### src/rtl/ram_banked_pkg.sv
// ram_banked_pkg: shared default sizes for the banked data RAM
package ram_banked_pkg;
  localparam int WORDSIZE      = 8;
  localparam int RAM_ADDR_SIZE = 5;
  localparam int RAM_BANK_BITS = 1;
endpackage

### src/rtl/ram_bank.sv
// ram_bank: one bank of storage with synchronous write and read-first registered read
module ram_bank #(
  parameter int WORD_SIZE = 8,
  parameter int ROW_BITS  = 4
) (
  input  logic                 clk,
  input  logic                 rst,
  input  logic                 we,
  input  logic                 re,
  input  logic [ROW_BITS-1:0]  row,
  input  logic [WORD_SIZE-1:0] din,
  output logic [WORD_SIZE-1:0] dout
);
  logic [WORD_SIZE-1:0] mem [2**ROW_BITS];
  // storage array kept free of reset so it maps onto RAM
  always_ff @(posedge clk)
    if (we) mem[row] <= din;
  // read register samples the old word, giving read-first on a same-row write
  always_ff @(posedge clk)
    if (rst) dout <= '0;
    else if (re) dout <= mem[row];
endmodule

### src/rtl/ram_banked.sv
// ram_banked: parametrised banked single-port RAM with clear sweep and registered read
module ram_banked
  import ram_banked_pkg::*;
#(
  parameter int WORD_SIZE = WORDSIZE,
  parameter int ADDR_SIZE = RAM_ADDR_SIZE,
  parameter int BANK_BITS = RAM_BANK_BITS
) (
  input  logic                 clk,
  input  logic                 rst,
  input  logic [WORD_SIZE-1:0] data_in,
  input  logic [ADDR_SIZE-1:0] addr,
  input  logic                 write_en,
  input  logic                 read_en,
  output logic [WORD_SIZE-1:0] data_out,
  output logic                 data_valid,
  output logic                 busy
);
  localparam int ROW_BITS = ADDR_SIZE - BANK_BITS;
  localparam int NBANKS   = 2**BANK_BITS;
  typedef enum logic {IDLE = 1'b0, CLEAR = 1'b1} state_t;
  state_t                 state;
  logic [ROW_BITS-1:0]    cnt;
  logic [BANK_BITS-1:0]   bank_q;
  logic [BANK_BITS-1:0]   bank;
  logic [ROW_BITS-1:0]    row;
  logic                   clr, acc_rd, acc_wr;
  logic [WORD_SIZE-1:0]   bank_dout [NBANKS];
  assign bank     = addr[ADDR_SIZE-1 -: BANK_BITS];
  assign row      = addr[ROW_BITS-1:0];
  assign clr      = state == CLEAR && !rst;
  assign acc_rd   = state == IDLE && !rst && read_en;
  assign acc_wr   = state == IDLE && !rst && write_en;
  assign busy     = state == CLEAR;
  assign data_out = bank_dout[bank_q];
  for (genvar b = 0; b < NBANKS; b++) begin : g_bank
    ram_bank #(.WORD_SIZE(WORD_SIZE), .ROW_BITS(ROW_BITS)) u_bank (
      .clk  (clk),
      .rst  (rst),
      .we   (clr || (acc_wr && bank == BANK_BITS'(b))),
      .re   (acc_rd && bank == BANK_BITS'(b)),
      .row  (clr ? cnt : row),
      .din  (clr ? '0 : data_in),
      .dout (bank_dout[b])
    );
  end
  // clear sweep walks every row once, then hands over to normal access
  always_ff @(posedge clk)
    if (rst) begin
      state      <= CLEAR;
      cnt        <= '0;
      bank_q     <= '0;
      data_valid <= 1'b0;
    end else begin
      data_valid <= acc_rd;
      if (acc_rd) bank_q <= bank;
      if (state == CLEAR) begin
        cnt <= cnt + 1'b1;
        if (cnt == '1) state <= IDLE;
      end
    end
endmodule
### config.mk
export PLATFORM = sky130hd
export DESIGN_NAME = ram_banked
export DESIGN_NICKNAME = d
export VERILOG_FILES = /design/src/rtl/ram_banked_pkg.sv /design/src/rtl/ram_bank.sv /design/src/rtl/ram_banked.sv
export SDC_FILE = /design/constraint.sdc
export NUM_CORES = 1
export LEC_CHECK = 0
export ABC_AREA = 1
export BUFFER_PORTS_ARGS = -buffer_cell sky130_fd_sc_hd__clkbuf_2
export CAP_MARGIN = 20
export CORE_MARGIN = 2
export CORE_UTILIZATION = 30
export DETAILED_ROUTE_END_ITERATION = 6
export PLACE_DENSITY = 0.47
export RECOVER_POWER = 100
export SYNTH_ARGS = -nofsm -noshare
export SYNTH_HDL_FRONTEND = slang
export SYNTH_SLANG_ARGS = --single-unit
### constraint.sdc
create_clock -name clk -period 5.2 [get_ports clk]
set_clock_uncertainty 0.05 [all_clocks]
set_input_delay 0 -clock clk [delete_from_list [all_inputs] [get_ports clk]]
set_output_delay 0 -clock clk [all_outputs]
set_load 0.005 [all_outputs]
==> impl_metrics.tcl, run 1 <==
set metrics [dict create \
    final_cells 1786 \
    synth_top_cell_by_area "sky130_fd_sc_hd__edfxtp_1" \
    die_height_um 204 \
    timing.critical_path.to_type "flip-flop" \
    regToRegStartpoint "busy" \
    grt_max_degree 65 \
    power_frac_seq 0.480 \
    status "complete, but fails checks" \
    yosys.cell_count.top_type "sky130_fd_sc_hd__nand2_1" \
    drt_iter0_markers 718 \
    cts.root.buffer_cell "sky130_fd_sc_hd__clkbuf_16" \
    min_from "rst" \
    drv_cap 7 \
    n_antenna_cell 0 \
    fin_hold_viols 0 \
    wl_per_cell_um 19.5 \
    place.port_buffers 26 \
    leading_post_synthesis_cells_by_instance_count "556 x sky130_fd_sc_hd__nand2_1, 256 x sky130_fd_sc_hd__edfxtp_1, 130 x sky130_fd_sc_hd__nand3_1" \
    holdPathEnd "cnt[3]" \
    timing.final.setup_violations 0 \
    max_slew_margin -0.428 \
    regToRegSetupSlack_ns 1.35 \
    utilization 0.348 \
    grt_pass1_vias 8359 \
    power.net_switching_mw 1.26 \
    detail_route.drc_violations 0 \
    synth_seq_area_share 0.676 \
    power.internal_mw 3.94 \
    failed_checks "max-capacitance violations, max-slew violations" \
    routabilityCongestion 0.818 \
    worstRegToRegCells 7 \
    synth_top_area_frac 0.638 \
    grtUsageTotal 0.169 \
    critPathLaunch "busy" \
    final_nets 1253 \
    tritoncts.num_buffers 34 \
    clock_insertion_delay_worst_skew_ns 0.50 \
    synth.distinct_cells 26 \
    synth_seq_cells 279 \
    clkPwrFrac 0.429 \
    slew_viol_final 231 \
    totalNegativeSetupSlack_ns 0 \
    cts-htree-levels 2 \
    dieArea_um2 41800 \
    floorplan.rows 73 \
    cellLeakagePower_nw 5.50 \
    detail_route_antenna_nets 0 \
    clock.fmax_mhz 260 \
    ys_top_cells_by_area "sky130_fd_sc_hd__edfxtp_1 64%, sky130_fd_sc_hd__nand2_1 17%, sky130_fd_sc_hd__nand3_1 5.4%, sky130_fd_sc_hd__dfxtp_1 3.8%, sky130_fd_sc_hd__nor2_1 1.5%" \
    cts_tree "done" \
    grt_setup_unrepaired "false" \
    fin_crit_sh 0.739 \
    detailedPlacementHpwl_um 20400 \
    crit_path_launch_type "flip-flop" \
    period_minus_slack_ns 3.85 \
    post_synth_inst_count 1183 \
    floorplan.io_pins 27 \
    arrival_ns 4.01 \
    timing.setup.critical_path_class "flip-flop to flip-flop" \
    vias 8431 \
    synth_edf_count 256 \
    worst_ep_required_time_ns 5.36 \
    syn-num-nets 1201 \
    synth_top_flop_cell "sky130_fd_sc_hd__edfxtp_1" \
    drt_pre_antenna_iters 5 \
    cellPowerDensity_nw_per_um2 376 \
    first_pass_grt_wire_length_um 53000 \
    ctsLongestPathBuffers 3 \
    core_um2 39700 \
    p_sw_frac 0.243 \
    mean_instance_size_in_the_synthesized_netlist_um2 10.2 \
    area_growth_pct 14.8 \
    postSynth.asyncResetShare 0 \
    floorplan.initialDensity 0.303 \
    vias_per_cell 4.72 \
    final_layout_size_suffix_gt1_frac 0.0904 \
    antenna_found_initial 1 \
    vdd_drop_max_v 0.000201 \
    final.hold.worst_slack_ns 0.210 \
    synth.cell_area_um2 12100 \
    routed_wirelength_um 34900 \
    worst_r2r_endpoint "g_bank[1].u_bank.mem[2][1]" \
    cts.reportedPaths.clkPinSlew_ns 0.05 \
    hold-path-cell-count 3 \
    worstPathMaxFanout 17 \
    place_inst 1719 \
    clock_sinks 279 \
    worstMarginPinSlew_ns 2.14 \
    power.share.combinational 0.091 \
    synthesis.yosys.warnings 0 \
    die-width_um 204 \
    remaining_overflow_grt 0 \
    timing.hold.worst.class "input pin to flip-flop" \
]
==> what timing repair did <==
| item | in CTS | in global routing |
|---|---|---|
| hold buffers | 4 | 0 |
| resized for setup | 0 | 0 |
| buffers inserted | 0 | 0 |
| hold endpoints to repair | 38 | 0 |
==> layout by cell type (no fill, tap or decap), types with 2 or more instances in the layout <==
master / n
sky130_fd_sc_hd__edfxtp_1: 256
sky130_fd_sc_hd__dlygate4sd3_1: 4
sky130_fd_sc_hd__clkbuf_16: 37
sky130_fd_sc_hd__mux2_1: 3
sky130_fd_sc_hd__a21oi_1: 2
sky130_fd_sc_hd__dfxtp_1: 23
sky130_fd_sc_hd__mux2_2: 5
sky130_fd_sc_hd__o21ai_0: 22
sky130_fd_sc_hd__buf_4: 20
sky130_fd_sc_hd__nor3_1: 33
sky130_fd_sc_hd__inv_2: 4
sky130_fd_sc_hd__clkbuf_1: 44
sky130_fd_sc_hd__inv_1: 22
sky130_fd_sc_hd__clkinv_1: 9
sky130_fd_sc_hd__nand3_2: 2
sky130_fd_sc_hd__nand3_1: 128
sky130_fd_sc_hd__clkbuf_2: 23
sky130_fd_sc_hd__nor2_1: 42
sky130_fd_sc_hd__clkinv_2: 6
sky130_fd_sc_hd__nor2_2: 7
sky130_fd_sc_hd__nand2_1: 555
sky130_fd_sc_hd__nand2_2: 6
==> worst max-delay path by stage <==
stage,to,cells after the start
2_1_floorplan,g_bank[0].u_bank.mem[12][0],8
3_3_place_gp,g_bank[1].u_bank.dout[5],13
3_5_place_dp,g_bank[1].u_bank.mem[8][0],6
4_1_cts,g_bank[1].u_bank.mem[8][2],6
5_1_grt,g_bank[0].u_bank.mem[2][3],7
6_report,g_bank[1].u_bank.mem[2][1],7
==> layer usage <==
metal / track usage / part of all wire / vias to the layer above
li1: - / - / 4070
met1: 0.242 / 0.47 / 4095
met3: 0.0260 / 0.050 / 42
met2: 0.269 / 0.46 / 224
met5: 0 / 0 / -
met4: 0.0414 / 0.017 / 0
==> area by class of cell <==
class,instances,area (um2)
clock buffers,47,963
clock inverters,15,90.1
fillers,4071,25900
inverters,27,101
multi-input cells,812,3440
flip-flops and latches,279,8150
well taps,525,657
repair buffers,81,433
==> through the flow <==
step           setup slack (ns)  total power, mW  instance area (um2)
2_1_floorplan              2.80             2.85                12100
3_3_place_gp               2.35             3.02                12900
3_5_place_dp               2.24             3.02                12900
4_1_cts                    2.22             5.26                14000
5_1_grt                    1.04             5.39                13800
6_report                   1.35             5.20                13800
==> flip-flops by register name, indices dropped and copies added (netlist names) <==
name,flops
bank_q,1
busy,1
data_valid,1
g_bank.u_bank.dout,16
g_bank.u_bank.mem,256
cnt,4
==> power by group through the flow <==
stage,registers (mW),clock network (mW),logic (mW)
5_1_grt,2.50,2.36,0.526
6_report,2.50,2.23,0.473
4_1_cts,2.49,2.28,0.488
3_5_place_dp,2.54,0,0.484
2_1_floorplan,2.54,0,0.306
3_3_place_gp,2.54,0,0.483
==> worst max-delay path, cell delays in order (launching register included) <==
cell and delay [ns]:
sky130_fd_sc_hd__dfxtp_1 0.49, sky130_fd_sc_hd__nand2_1 0.33, sky130_fd_sc_hd__nand2_1 0.14, sky130_fd_sc_hd__o21ai_0 0.25, sky130_fd_sc_hd__nor2_1 1.02, sky130_fd_sc_hd__inv_1 0.41
sky130_fd_sc_hd__nor3_1 0.60, sky130_fd_sc_hd__buf_4 0.25
==> cells by family after synthesis <==
logic type,synth area share
multiplexers,0.00747
flip-flops,0.676
AO/OA/AOI/OAI,0.0140
adder cells (fa/ha/maj),0.00104
buffers and inverters,0.0385
AND/OR/NAND/NOR,0.263
Note: power is estimated with default switching activity, not from simulation.
==> run 2: changes to the inputs <==
- ABC_AREA: 1 -> 0
- PLACE_DENSITY: 0.47 -> 0.49
- clock period: 5.2 -> 3.5 ns (I/O delays scaled with it)
==> impl_metrics.tcl, run 2 <==
set metrics [dict create \
    cellPowerDensity_nw_per_um2 591 \
    synth.distinct_cells 33 \
    remaining_overflow_grt 0 \
    final_area_um2 12300 \
    floorplan.io_pins 27 \
    timing.hold.worst.class "input pin to flip-flop" \
    arrival_ns 3.47 \
    largest_reg_flops 256 \
    die-width_um 193 \
    ctsLongestPathBuffers 3 \
    worstMarginPinSlew_ns 2.06 \
    biggestRegsByFlops "g_bank.u_bank.mem x256, g_bank.u_bank.dout x16, cnt x4" \
    cts.reportedPaths.clkPinSlew_ns 0.06 \
    slew_viol_final 264 \
    yosys.cell_count.top_type "sky130_fd_sc_hd__edfxtp_1" \
    clock.fmax_mhz 323 \
    synth_top_cell_by_area "sky130_fd_sc_hd__edfxtp_1" \
    grt_max_degree 65 \
    regMostFlops "g_bank.u_bank.mem" \
    wl_per_cell_um 22.3 \
    period_minus_slack_ns 3.10 \
    dieArea_um2 37100 \
    cts.repair.resized 0 \
    floorplan.rows 69 \
    detail_route_antenna_nets 0 \
    wirelength_met1_um 12400 \
    synth_seq_area_share 0.763 \
    cellLeakagePower_nw 3.87 \
    timing.critical_path.cells "nand2b_4 > a31oi_1 > clkbuf_1 > a21oi_1 > nor4_1 > a211oi_1" \
    syn-num-nets 689 \
    core_um2 35300 \
    grt_pass1_vias 6117 \
    vias 6199 \
    totalNegativeSetupSlack_ns 0 \
    die_height_um 193 \
    leading_post_synthesis_cells_by_instance_count "256 x sky130_fd_sc_hd__edfxtp_1, 128 x sky130_fd_sc_hd__a22oi_1, 67 x sky130_fd_sc_hd__a21oi_1" \
    timing.setup.critical_path_class "flip-flop to flip-flop" \
    post_synth_inst_count 671 \
    drt_iter0_markers 620 \
    routabilityCongestion 0.766 \
    ys_top_cells_by_area "sky130_fd_sc_hd__edfxtp_1 72%, sky130_fd_sc_hd__a22oi_1 9.0%, sky130_fd_sc_hd__dfxtp_1 4.3%, sky130_fd_sc_hd__a21oi_1 3.1%, sky130_fd_sc_hd__nor2_1 2.2%" \
    report.power.total_mw 7.29 \
    first_pass_grt_wire_length_um 39900 \
    timing.final.setup_violations 0 \
    synth_top_area_frac 0.720 \
    n_antenna_cell 0 \
    synth_edf_count 256 \
    drt_pre_antenna_iters 4 \
    route.met2.wl_um 12400 \
    routed-wl-met3_um 1630 \
    detailedPlacementHpwl_um 16500 \
    synth_top_flop_cell "sky130_fd_sc_hd__edfxtp_1" \
    floorplan.initialDensity 0.302 \
    crit_path_launch_type "flip-flop" \
    grtUsageTotal 0.147 \
    cts_setup_buffers 0 \
    drv_cap 8 \
    largest_stage_delay_worst_path_ns 0.72 \
    area_growth_pct 15.5 \
    detail_route.drc_violations 0 \
    final_layout_size_suffix_gt1_frac 0.123 \
    postPlaceCellArea_um2 11500 \
    postSynth.asyncResetShare 0 \
    pre_cts_slack_ns 0.433 \
    antenna_found_initial 1 \
    fin_hold_viols 0 \
    synth.cell_area_um2 10700 \
    clock_sinks 279 \
    failed_checks "max-capacitance violations, max-slew violations" \
    max_slew_margin -0.372 \
    synth_seq_cells 279 \
    timing.critical_path.to_type "flip-flop" \
    synthesis.yosys.warnings 0 \
    cts.root.buffer_cell "sky130_fd_sc_hd__clkbuf_16" \
    worstPathMaxFanout 25 \
    final.hold.worst_slack_ns 0.151 \
    highest_metal_layer_with_signal_wires "met5" \
    layout.cells.most_common_list "256 x sky130_fd_sc_hd__edfxtp_1, 128 x sky130_fd_sc_hd__a22oi_1, 67 x sky130_fd_sc_hd__a21oi_1" \
    cpLargestDelayFamily "simple AND/OR/NAND/NOR gates" \
    place.port_buffers 26 \
    layout_commonest_cell "sky130_fd_sc_hd__edfxtp_1" \
    fin_crit_sh 0.885 \
    critPathBufInv 1 \
    mean_instance_size_in_the_synthesized_netlist_um2 15.9 \
    vdd_drop_max_v 0.000352 \
    cts-htree-levels 1 \
    status "complete, but fails checks" \
    tritoncts.num_buffers 28 \
    worst_ep_required_time_ns 3.87 \
    routed_wirelength_um 27100 \
    grt_setup_unrepaired "false" \
    finalWorstSetupSlack_ns 0.402 \
    worst_path_max_delay_cell "sky130_fd_sc_hd__clkbuf_1" \
    clock_insertion_delay_worst_skew_ns 0.54 \
    vias_per_cell 5.09 \
    regToRegSetupSlack_ns 0.40 \
    final_nets 752 \
    cts_tree "done" \
]
-- run 2: logic make-up (layout without fill, tap and decap cells) --
family	Yosys count	after routing	synth area share
flip-flops	279	279	0.763
AO/OA/AOI/OAI	221	221	0.141
multiplexers	12	12	0.0138
AND/OR/NAND/NOR	107	107	0.0489
buffers and inverters	48	133	0.0294
XOR/XNOR	3	3	0.00246
adder cells (fa/ha/maj)	1	1	0.00117
-- run 2: final timing paths --
path | startpoint | to | cells past startpoint
setup / recovery | busy | g_bank[1].u_bank.dout[3] | 6
hold / removal | addr[1] | g_bank[0].u_bank.mem[2][2] | 4
setup reg to reg | busy | g_bank[1].u_bank.dout[3] | 6
hold reg to reg | g_bank[1].u_bank.dout[5] | g_bank[1].u_bank.dout[5] | 2
-- run 2: repair_timing --
item                       in CTS  in global routing
setup endpoints to repair       0                  0
hold buffers                    3                  0
hold endpoints to repair       23                  0
-- run 2: area by class of cell --
cell class,count,area [um2]
fillers,3368,23000
repair buffers,75,438
well taps,461,577
inverters,6,22.5
clock inverters,19,226
flip-flops and latches,279,8150
clock buffers,33,719
multi-input cells,344,2200
-- run 2: where the power goes --
part | leakage (nW) | internal, mW | switching (mW)
clock network | 0.462 | 1.84 | 1.23
logic | 0.871 | 0.151 | 0.354
registers | 2.53 | 3.70 | 0.0156
-- run 2: stage by stage --
stage          utilization  cells
2_1_floorplan            -    671
3_3_place_gp         0.325   1160
3_5_place_dp         0.325   1160
4_1_cts              0.352   1215
5_1_grt              0.349   1217
6_report             0.349   1217
-- run 2: per-layer routing --
layer,global-route usage,up-vias
li1,-,2818
met1,0.212,3138
met2,0.229,199
met3,0.0195,42
met4,0.0435,2
met5,0,-
-- run 2: worst register-to-register path: stages (launching register included) --
cell and delay (ns):
sky130_fd_sc_hd__dfxtp_1 0.61, sky130_fd_sc_hd__nand2b_4 0.28, sky130_fd_sc_hd__a31oi_1 0.40, sky130_fd_sc_hd__clkbuf_1 0.72
sky130_fd_sc_hd__a21oi_1 0.25, sky130_fd_sc_hd__nor4_1 0.53, sky130_fd_sc_hd__a211oi_1 0.14
==> run 3: changes to the inputs <==
- CTS_BUF_LIST: unset -> sky130_fd_sc_hd__clkbuf_8
==> impl_metrics.tcl, run 3 (synthesis gave the netlist of run 2 again) <==
set metrics [dict create \
    status "complete, but fails checks" \
    failed_checks "max-capacitance violations, max-slew violations" \
    cellLeakagePower_nw 3.90 \
    vdd_drop_max_v 0.000257 \
    vias 6271 \
    cts.repair.resized 0 \
    wl_per_cell_um 22.1 \
    layout_commonest_cell "sky130_fd_sc_hd__edfxtp_1" \
    worst_ep_required_time_ns 3.87 \
    largest_stage_delay_worst_path_ns 0.95 \
    routed-wl-met3_um 1570 \
    clock.fmax_mhz 321 \
    period_minus_slack_ns 3.11 \
    fin_crit_sh 0.890 \
    crit_path_launch_type "flip-flop" \
    biggestRegsByFlops "g_bank.u_bank.mem x256, g_bank.u_bank.dout x16, cnt x4" \
    floorplan.initialDensity 0.302 \
    timing.critical_path.to_type "flip-flop" \
    core_um2 35300 \
    detailedPlacementHpwl_um 16500 \
    highest_metal_layer_with_signal_wires "met5" \
    fin_hold_viols 0 \
    die-width_um 193 \
    route.met2.wl_um 12600 \
    timing.setup.critical_path_class "flip-flop to flip-flop" \
    dieArea_um2 37100 \
    worst_path_max_delay_cell "sky130_fd_sc_hd__a31oi_1" \
    detail_route.drc_violations 0 \
    cts.reportedPaths.clkPinSlew_ns 0.07 \
    grt_max_degree 65 \
    cpLargestDelayFamily "compound AO/OA/AOI/OAI gates" \
    timing.final.setup_violations 0 \
    grtUsageTotal 0.149 \
    largest_reg_flops 256 \
    wirelength_met1_um 12700 \
    place.port_buffers 26 \
    timing.hold.worst.class "input pin to flip-flop" \
    floorplan.rows 69 \
    slew_viol_final 264 \
    cts.root.buffer_cell "sky130_fd_sc_hd__clkbuf_8" \
    cts-htree-levels 2 \
    n_antenna_cell 0 \
    floorplan.io_pins 27 \
    cts-hold-fix-buffers 3 \
    path_depth 6 \
    drv_cap 8 \
    first_pass_grt_wire_length_um 40600 \
    cts_setup_buffers 0 \
    clock_insertion_delay_worst_skew_ns 0.55 \
    worstMarginPinSlew_ns 2.06 \
    hold-path-cell-count 4 \
    cellPowerDensity_nw_per_um2 557 \
    grt_setup_unrepaired "false" \
    timing.critical_path.cells "nand2b_4 > a31oi_1 > clkbuf_1 > a21oi_1 > nor4_1 > a211oi_1" \
    cts_tree "done" \
    tritoncts.num_buffers 45 \
    grt_pass1_vias 6253 \
    worstRegToRegCells 6 \
    ctsLongestPathBuffers 3 \
    regMostFlops "g_bank.u_bank.mem" \
    clock_sinks 279 \
    totalNegativeSetupSlack_ns 0 \
    arrival_ns 3.48 \
    utilization 0.346 \
    antenna_found_initial 1 \
    routed_wirelength_um 27500 \
    worstPathMaxFanout 25 \
    remaining_overflow_grt 0 \
    routabilityCongestion 0.766 \
    die_height_um 193 \
    drt_iter0_markers 552 \
    final_nets 769 \
    drt_pre_antenna_iters 5 \
    critPathBufInv 1 \
    area_growth_pct 14.4 \
    layout.cells.most_common_list "256 x sky130_fd_sc_hd__edfxtp_1, 128 x sky130_fd_sc_hd__a22oi_1, 67 x sky130_fd_sc_hd__a21oi_1" \
    max_slew_margin -0.376 \
    final_layout_size_suffix_gt1_frac 0.135 \
    vias_per_cell 5.03 \
    detail_route_antenna_nets 0 \
]
## run 3: changes by cell type in the layout (fill, tap and decap cells not counted)
cell / delta
sky130_fd_sc_hd__clkinv_1: +2
sky130_fd_sc_hd__clkinv_2: -2
sky130_fd_sc_hd__clkbuf_8: +49
sky130_fd_sc_hd__inv_1: +19
sky130_fd_sc_hd__bufinv_16: -4
sky130_fd_sc_hd__clkbuf_1: -4
sky130_fd_sc_hd__clkbuf_16: -28
sky130_fd_sc_hd__buf_4: -1
sky130_fd_sc_hd__clkinv_8: -1
## run 3: layout make-up
class	count	area, um2
repair buffers	75	434
flip-flops and latches	279	8150
well taps	461	577
clock buffers	49	674
clock inverters	33	159
fillers	3404	23100
inverters	6	22.5
multi-input cells	344	2200
## run 3: worst register-to-register path, cell delays in order, from the launching register on
cell and delay, ns:
sky130_fd_sc_hd__dfxtp_1 0.61, sky130_fd_sc_hd__nand2b_4 0.28, sky130_fd_sc_hd__a31oi_1 0.95, sky130_fd_sc_hd__clkbuf_1 0.45, sky130_fd_sc_hd__a21oi_1 0.12, sky130_fd_sc_hd__nor4_1 0.43, sky130_fd_sc_hd__a211oi_1 0.13
## run 3: final timing paths
path,from,to,slack [ns]
setup / recovery,busy,g_bank[0].u_bank.dout[1],0.39
hold / removal,addr[1],g_bank[0].u_bank.mem[2][2],0.16
setup reg to reg,busy,g_bank[0].u_bank.dout[1],0.39
hold reg to reg,g_bank[1].u_bank.dout[5],g_bank[1].u_bank.dout[5],0.45
## run 3: through the flow
step	cell area, um2	worst slack (ns)	total power, mW	instances	hold WS [ns]
2_1_floorplan	10700	1.26	4.09	671	0.0958
6_report	12200	0.386	6.81	1247	0.159
5_1_grt	12200	0.191	7.07	1247	0.158
3_5_place_dp	11500	0.433	4.30	1160	0.205
3_3_place_gp	11500	0.524	4.30	1160	0.199
4_1_cts	12300	0.441	6.89	1245	0.0695
## run 3: layer usage
metal	track usage	vias to the layer above
met2	0.230	211
li1	-	2861
met5	0	-
met1	0.214	3151
met4	0.0508	2
met3	0.0236	46
## run 3: where the power goes
| group | internal (mW) | leakage [nW] | switching, mW |
|---|---|---|---|
| Clock | 1.36 | 0.496 | 1.23 |
| Sequential | 3.70 | 2.53 | 0.0156 |
| Combinational | 0.151 | 0.867 | 0.356 |
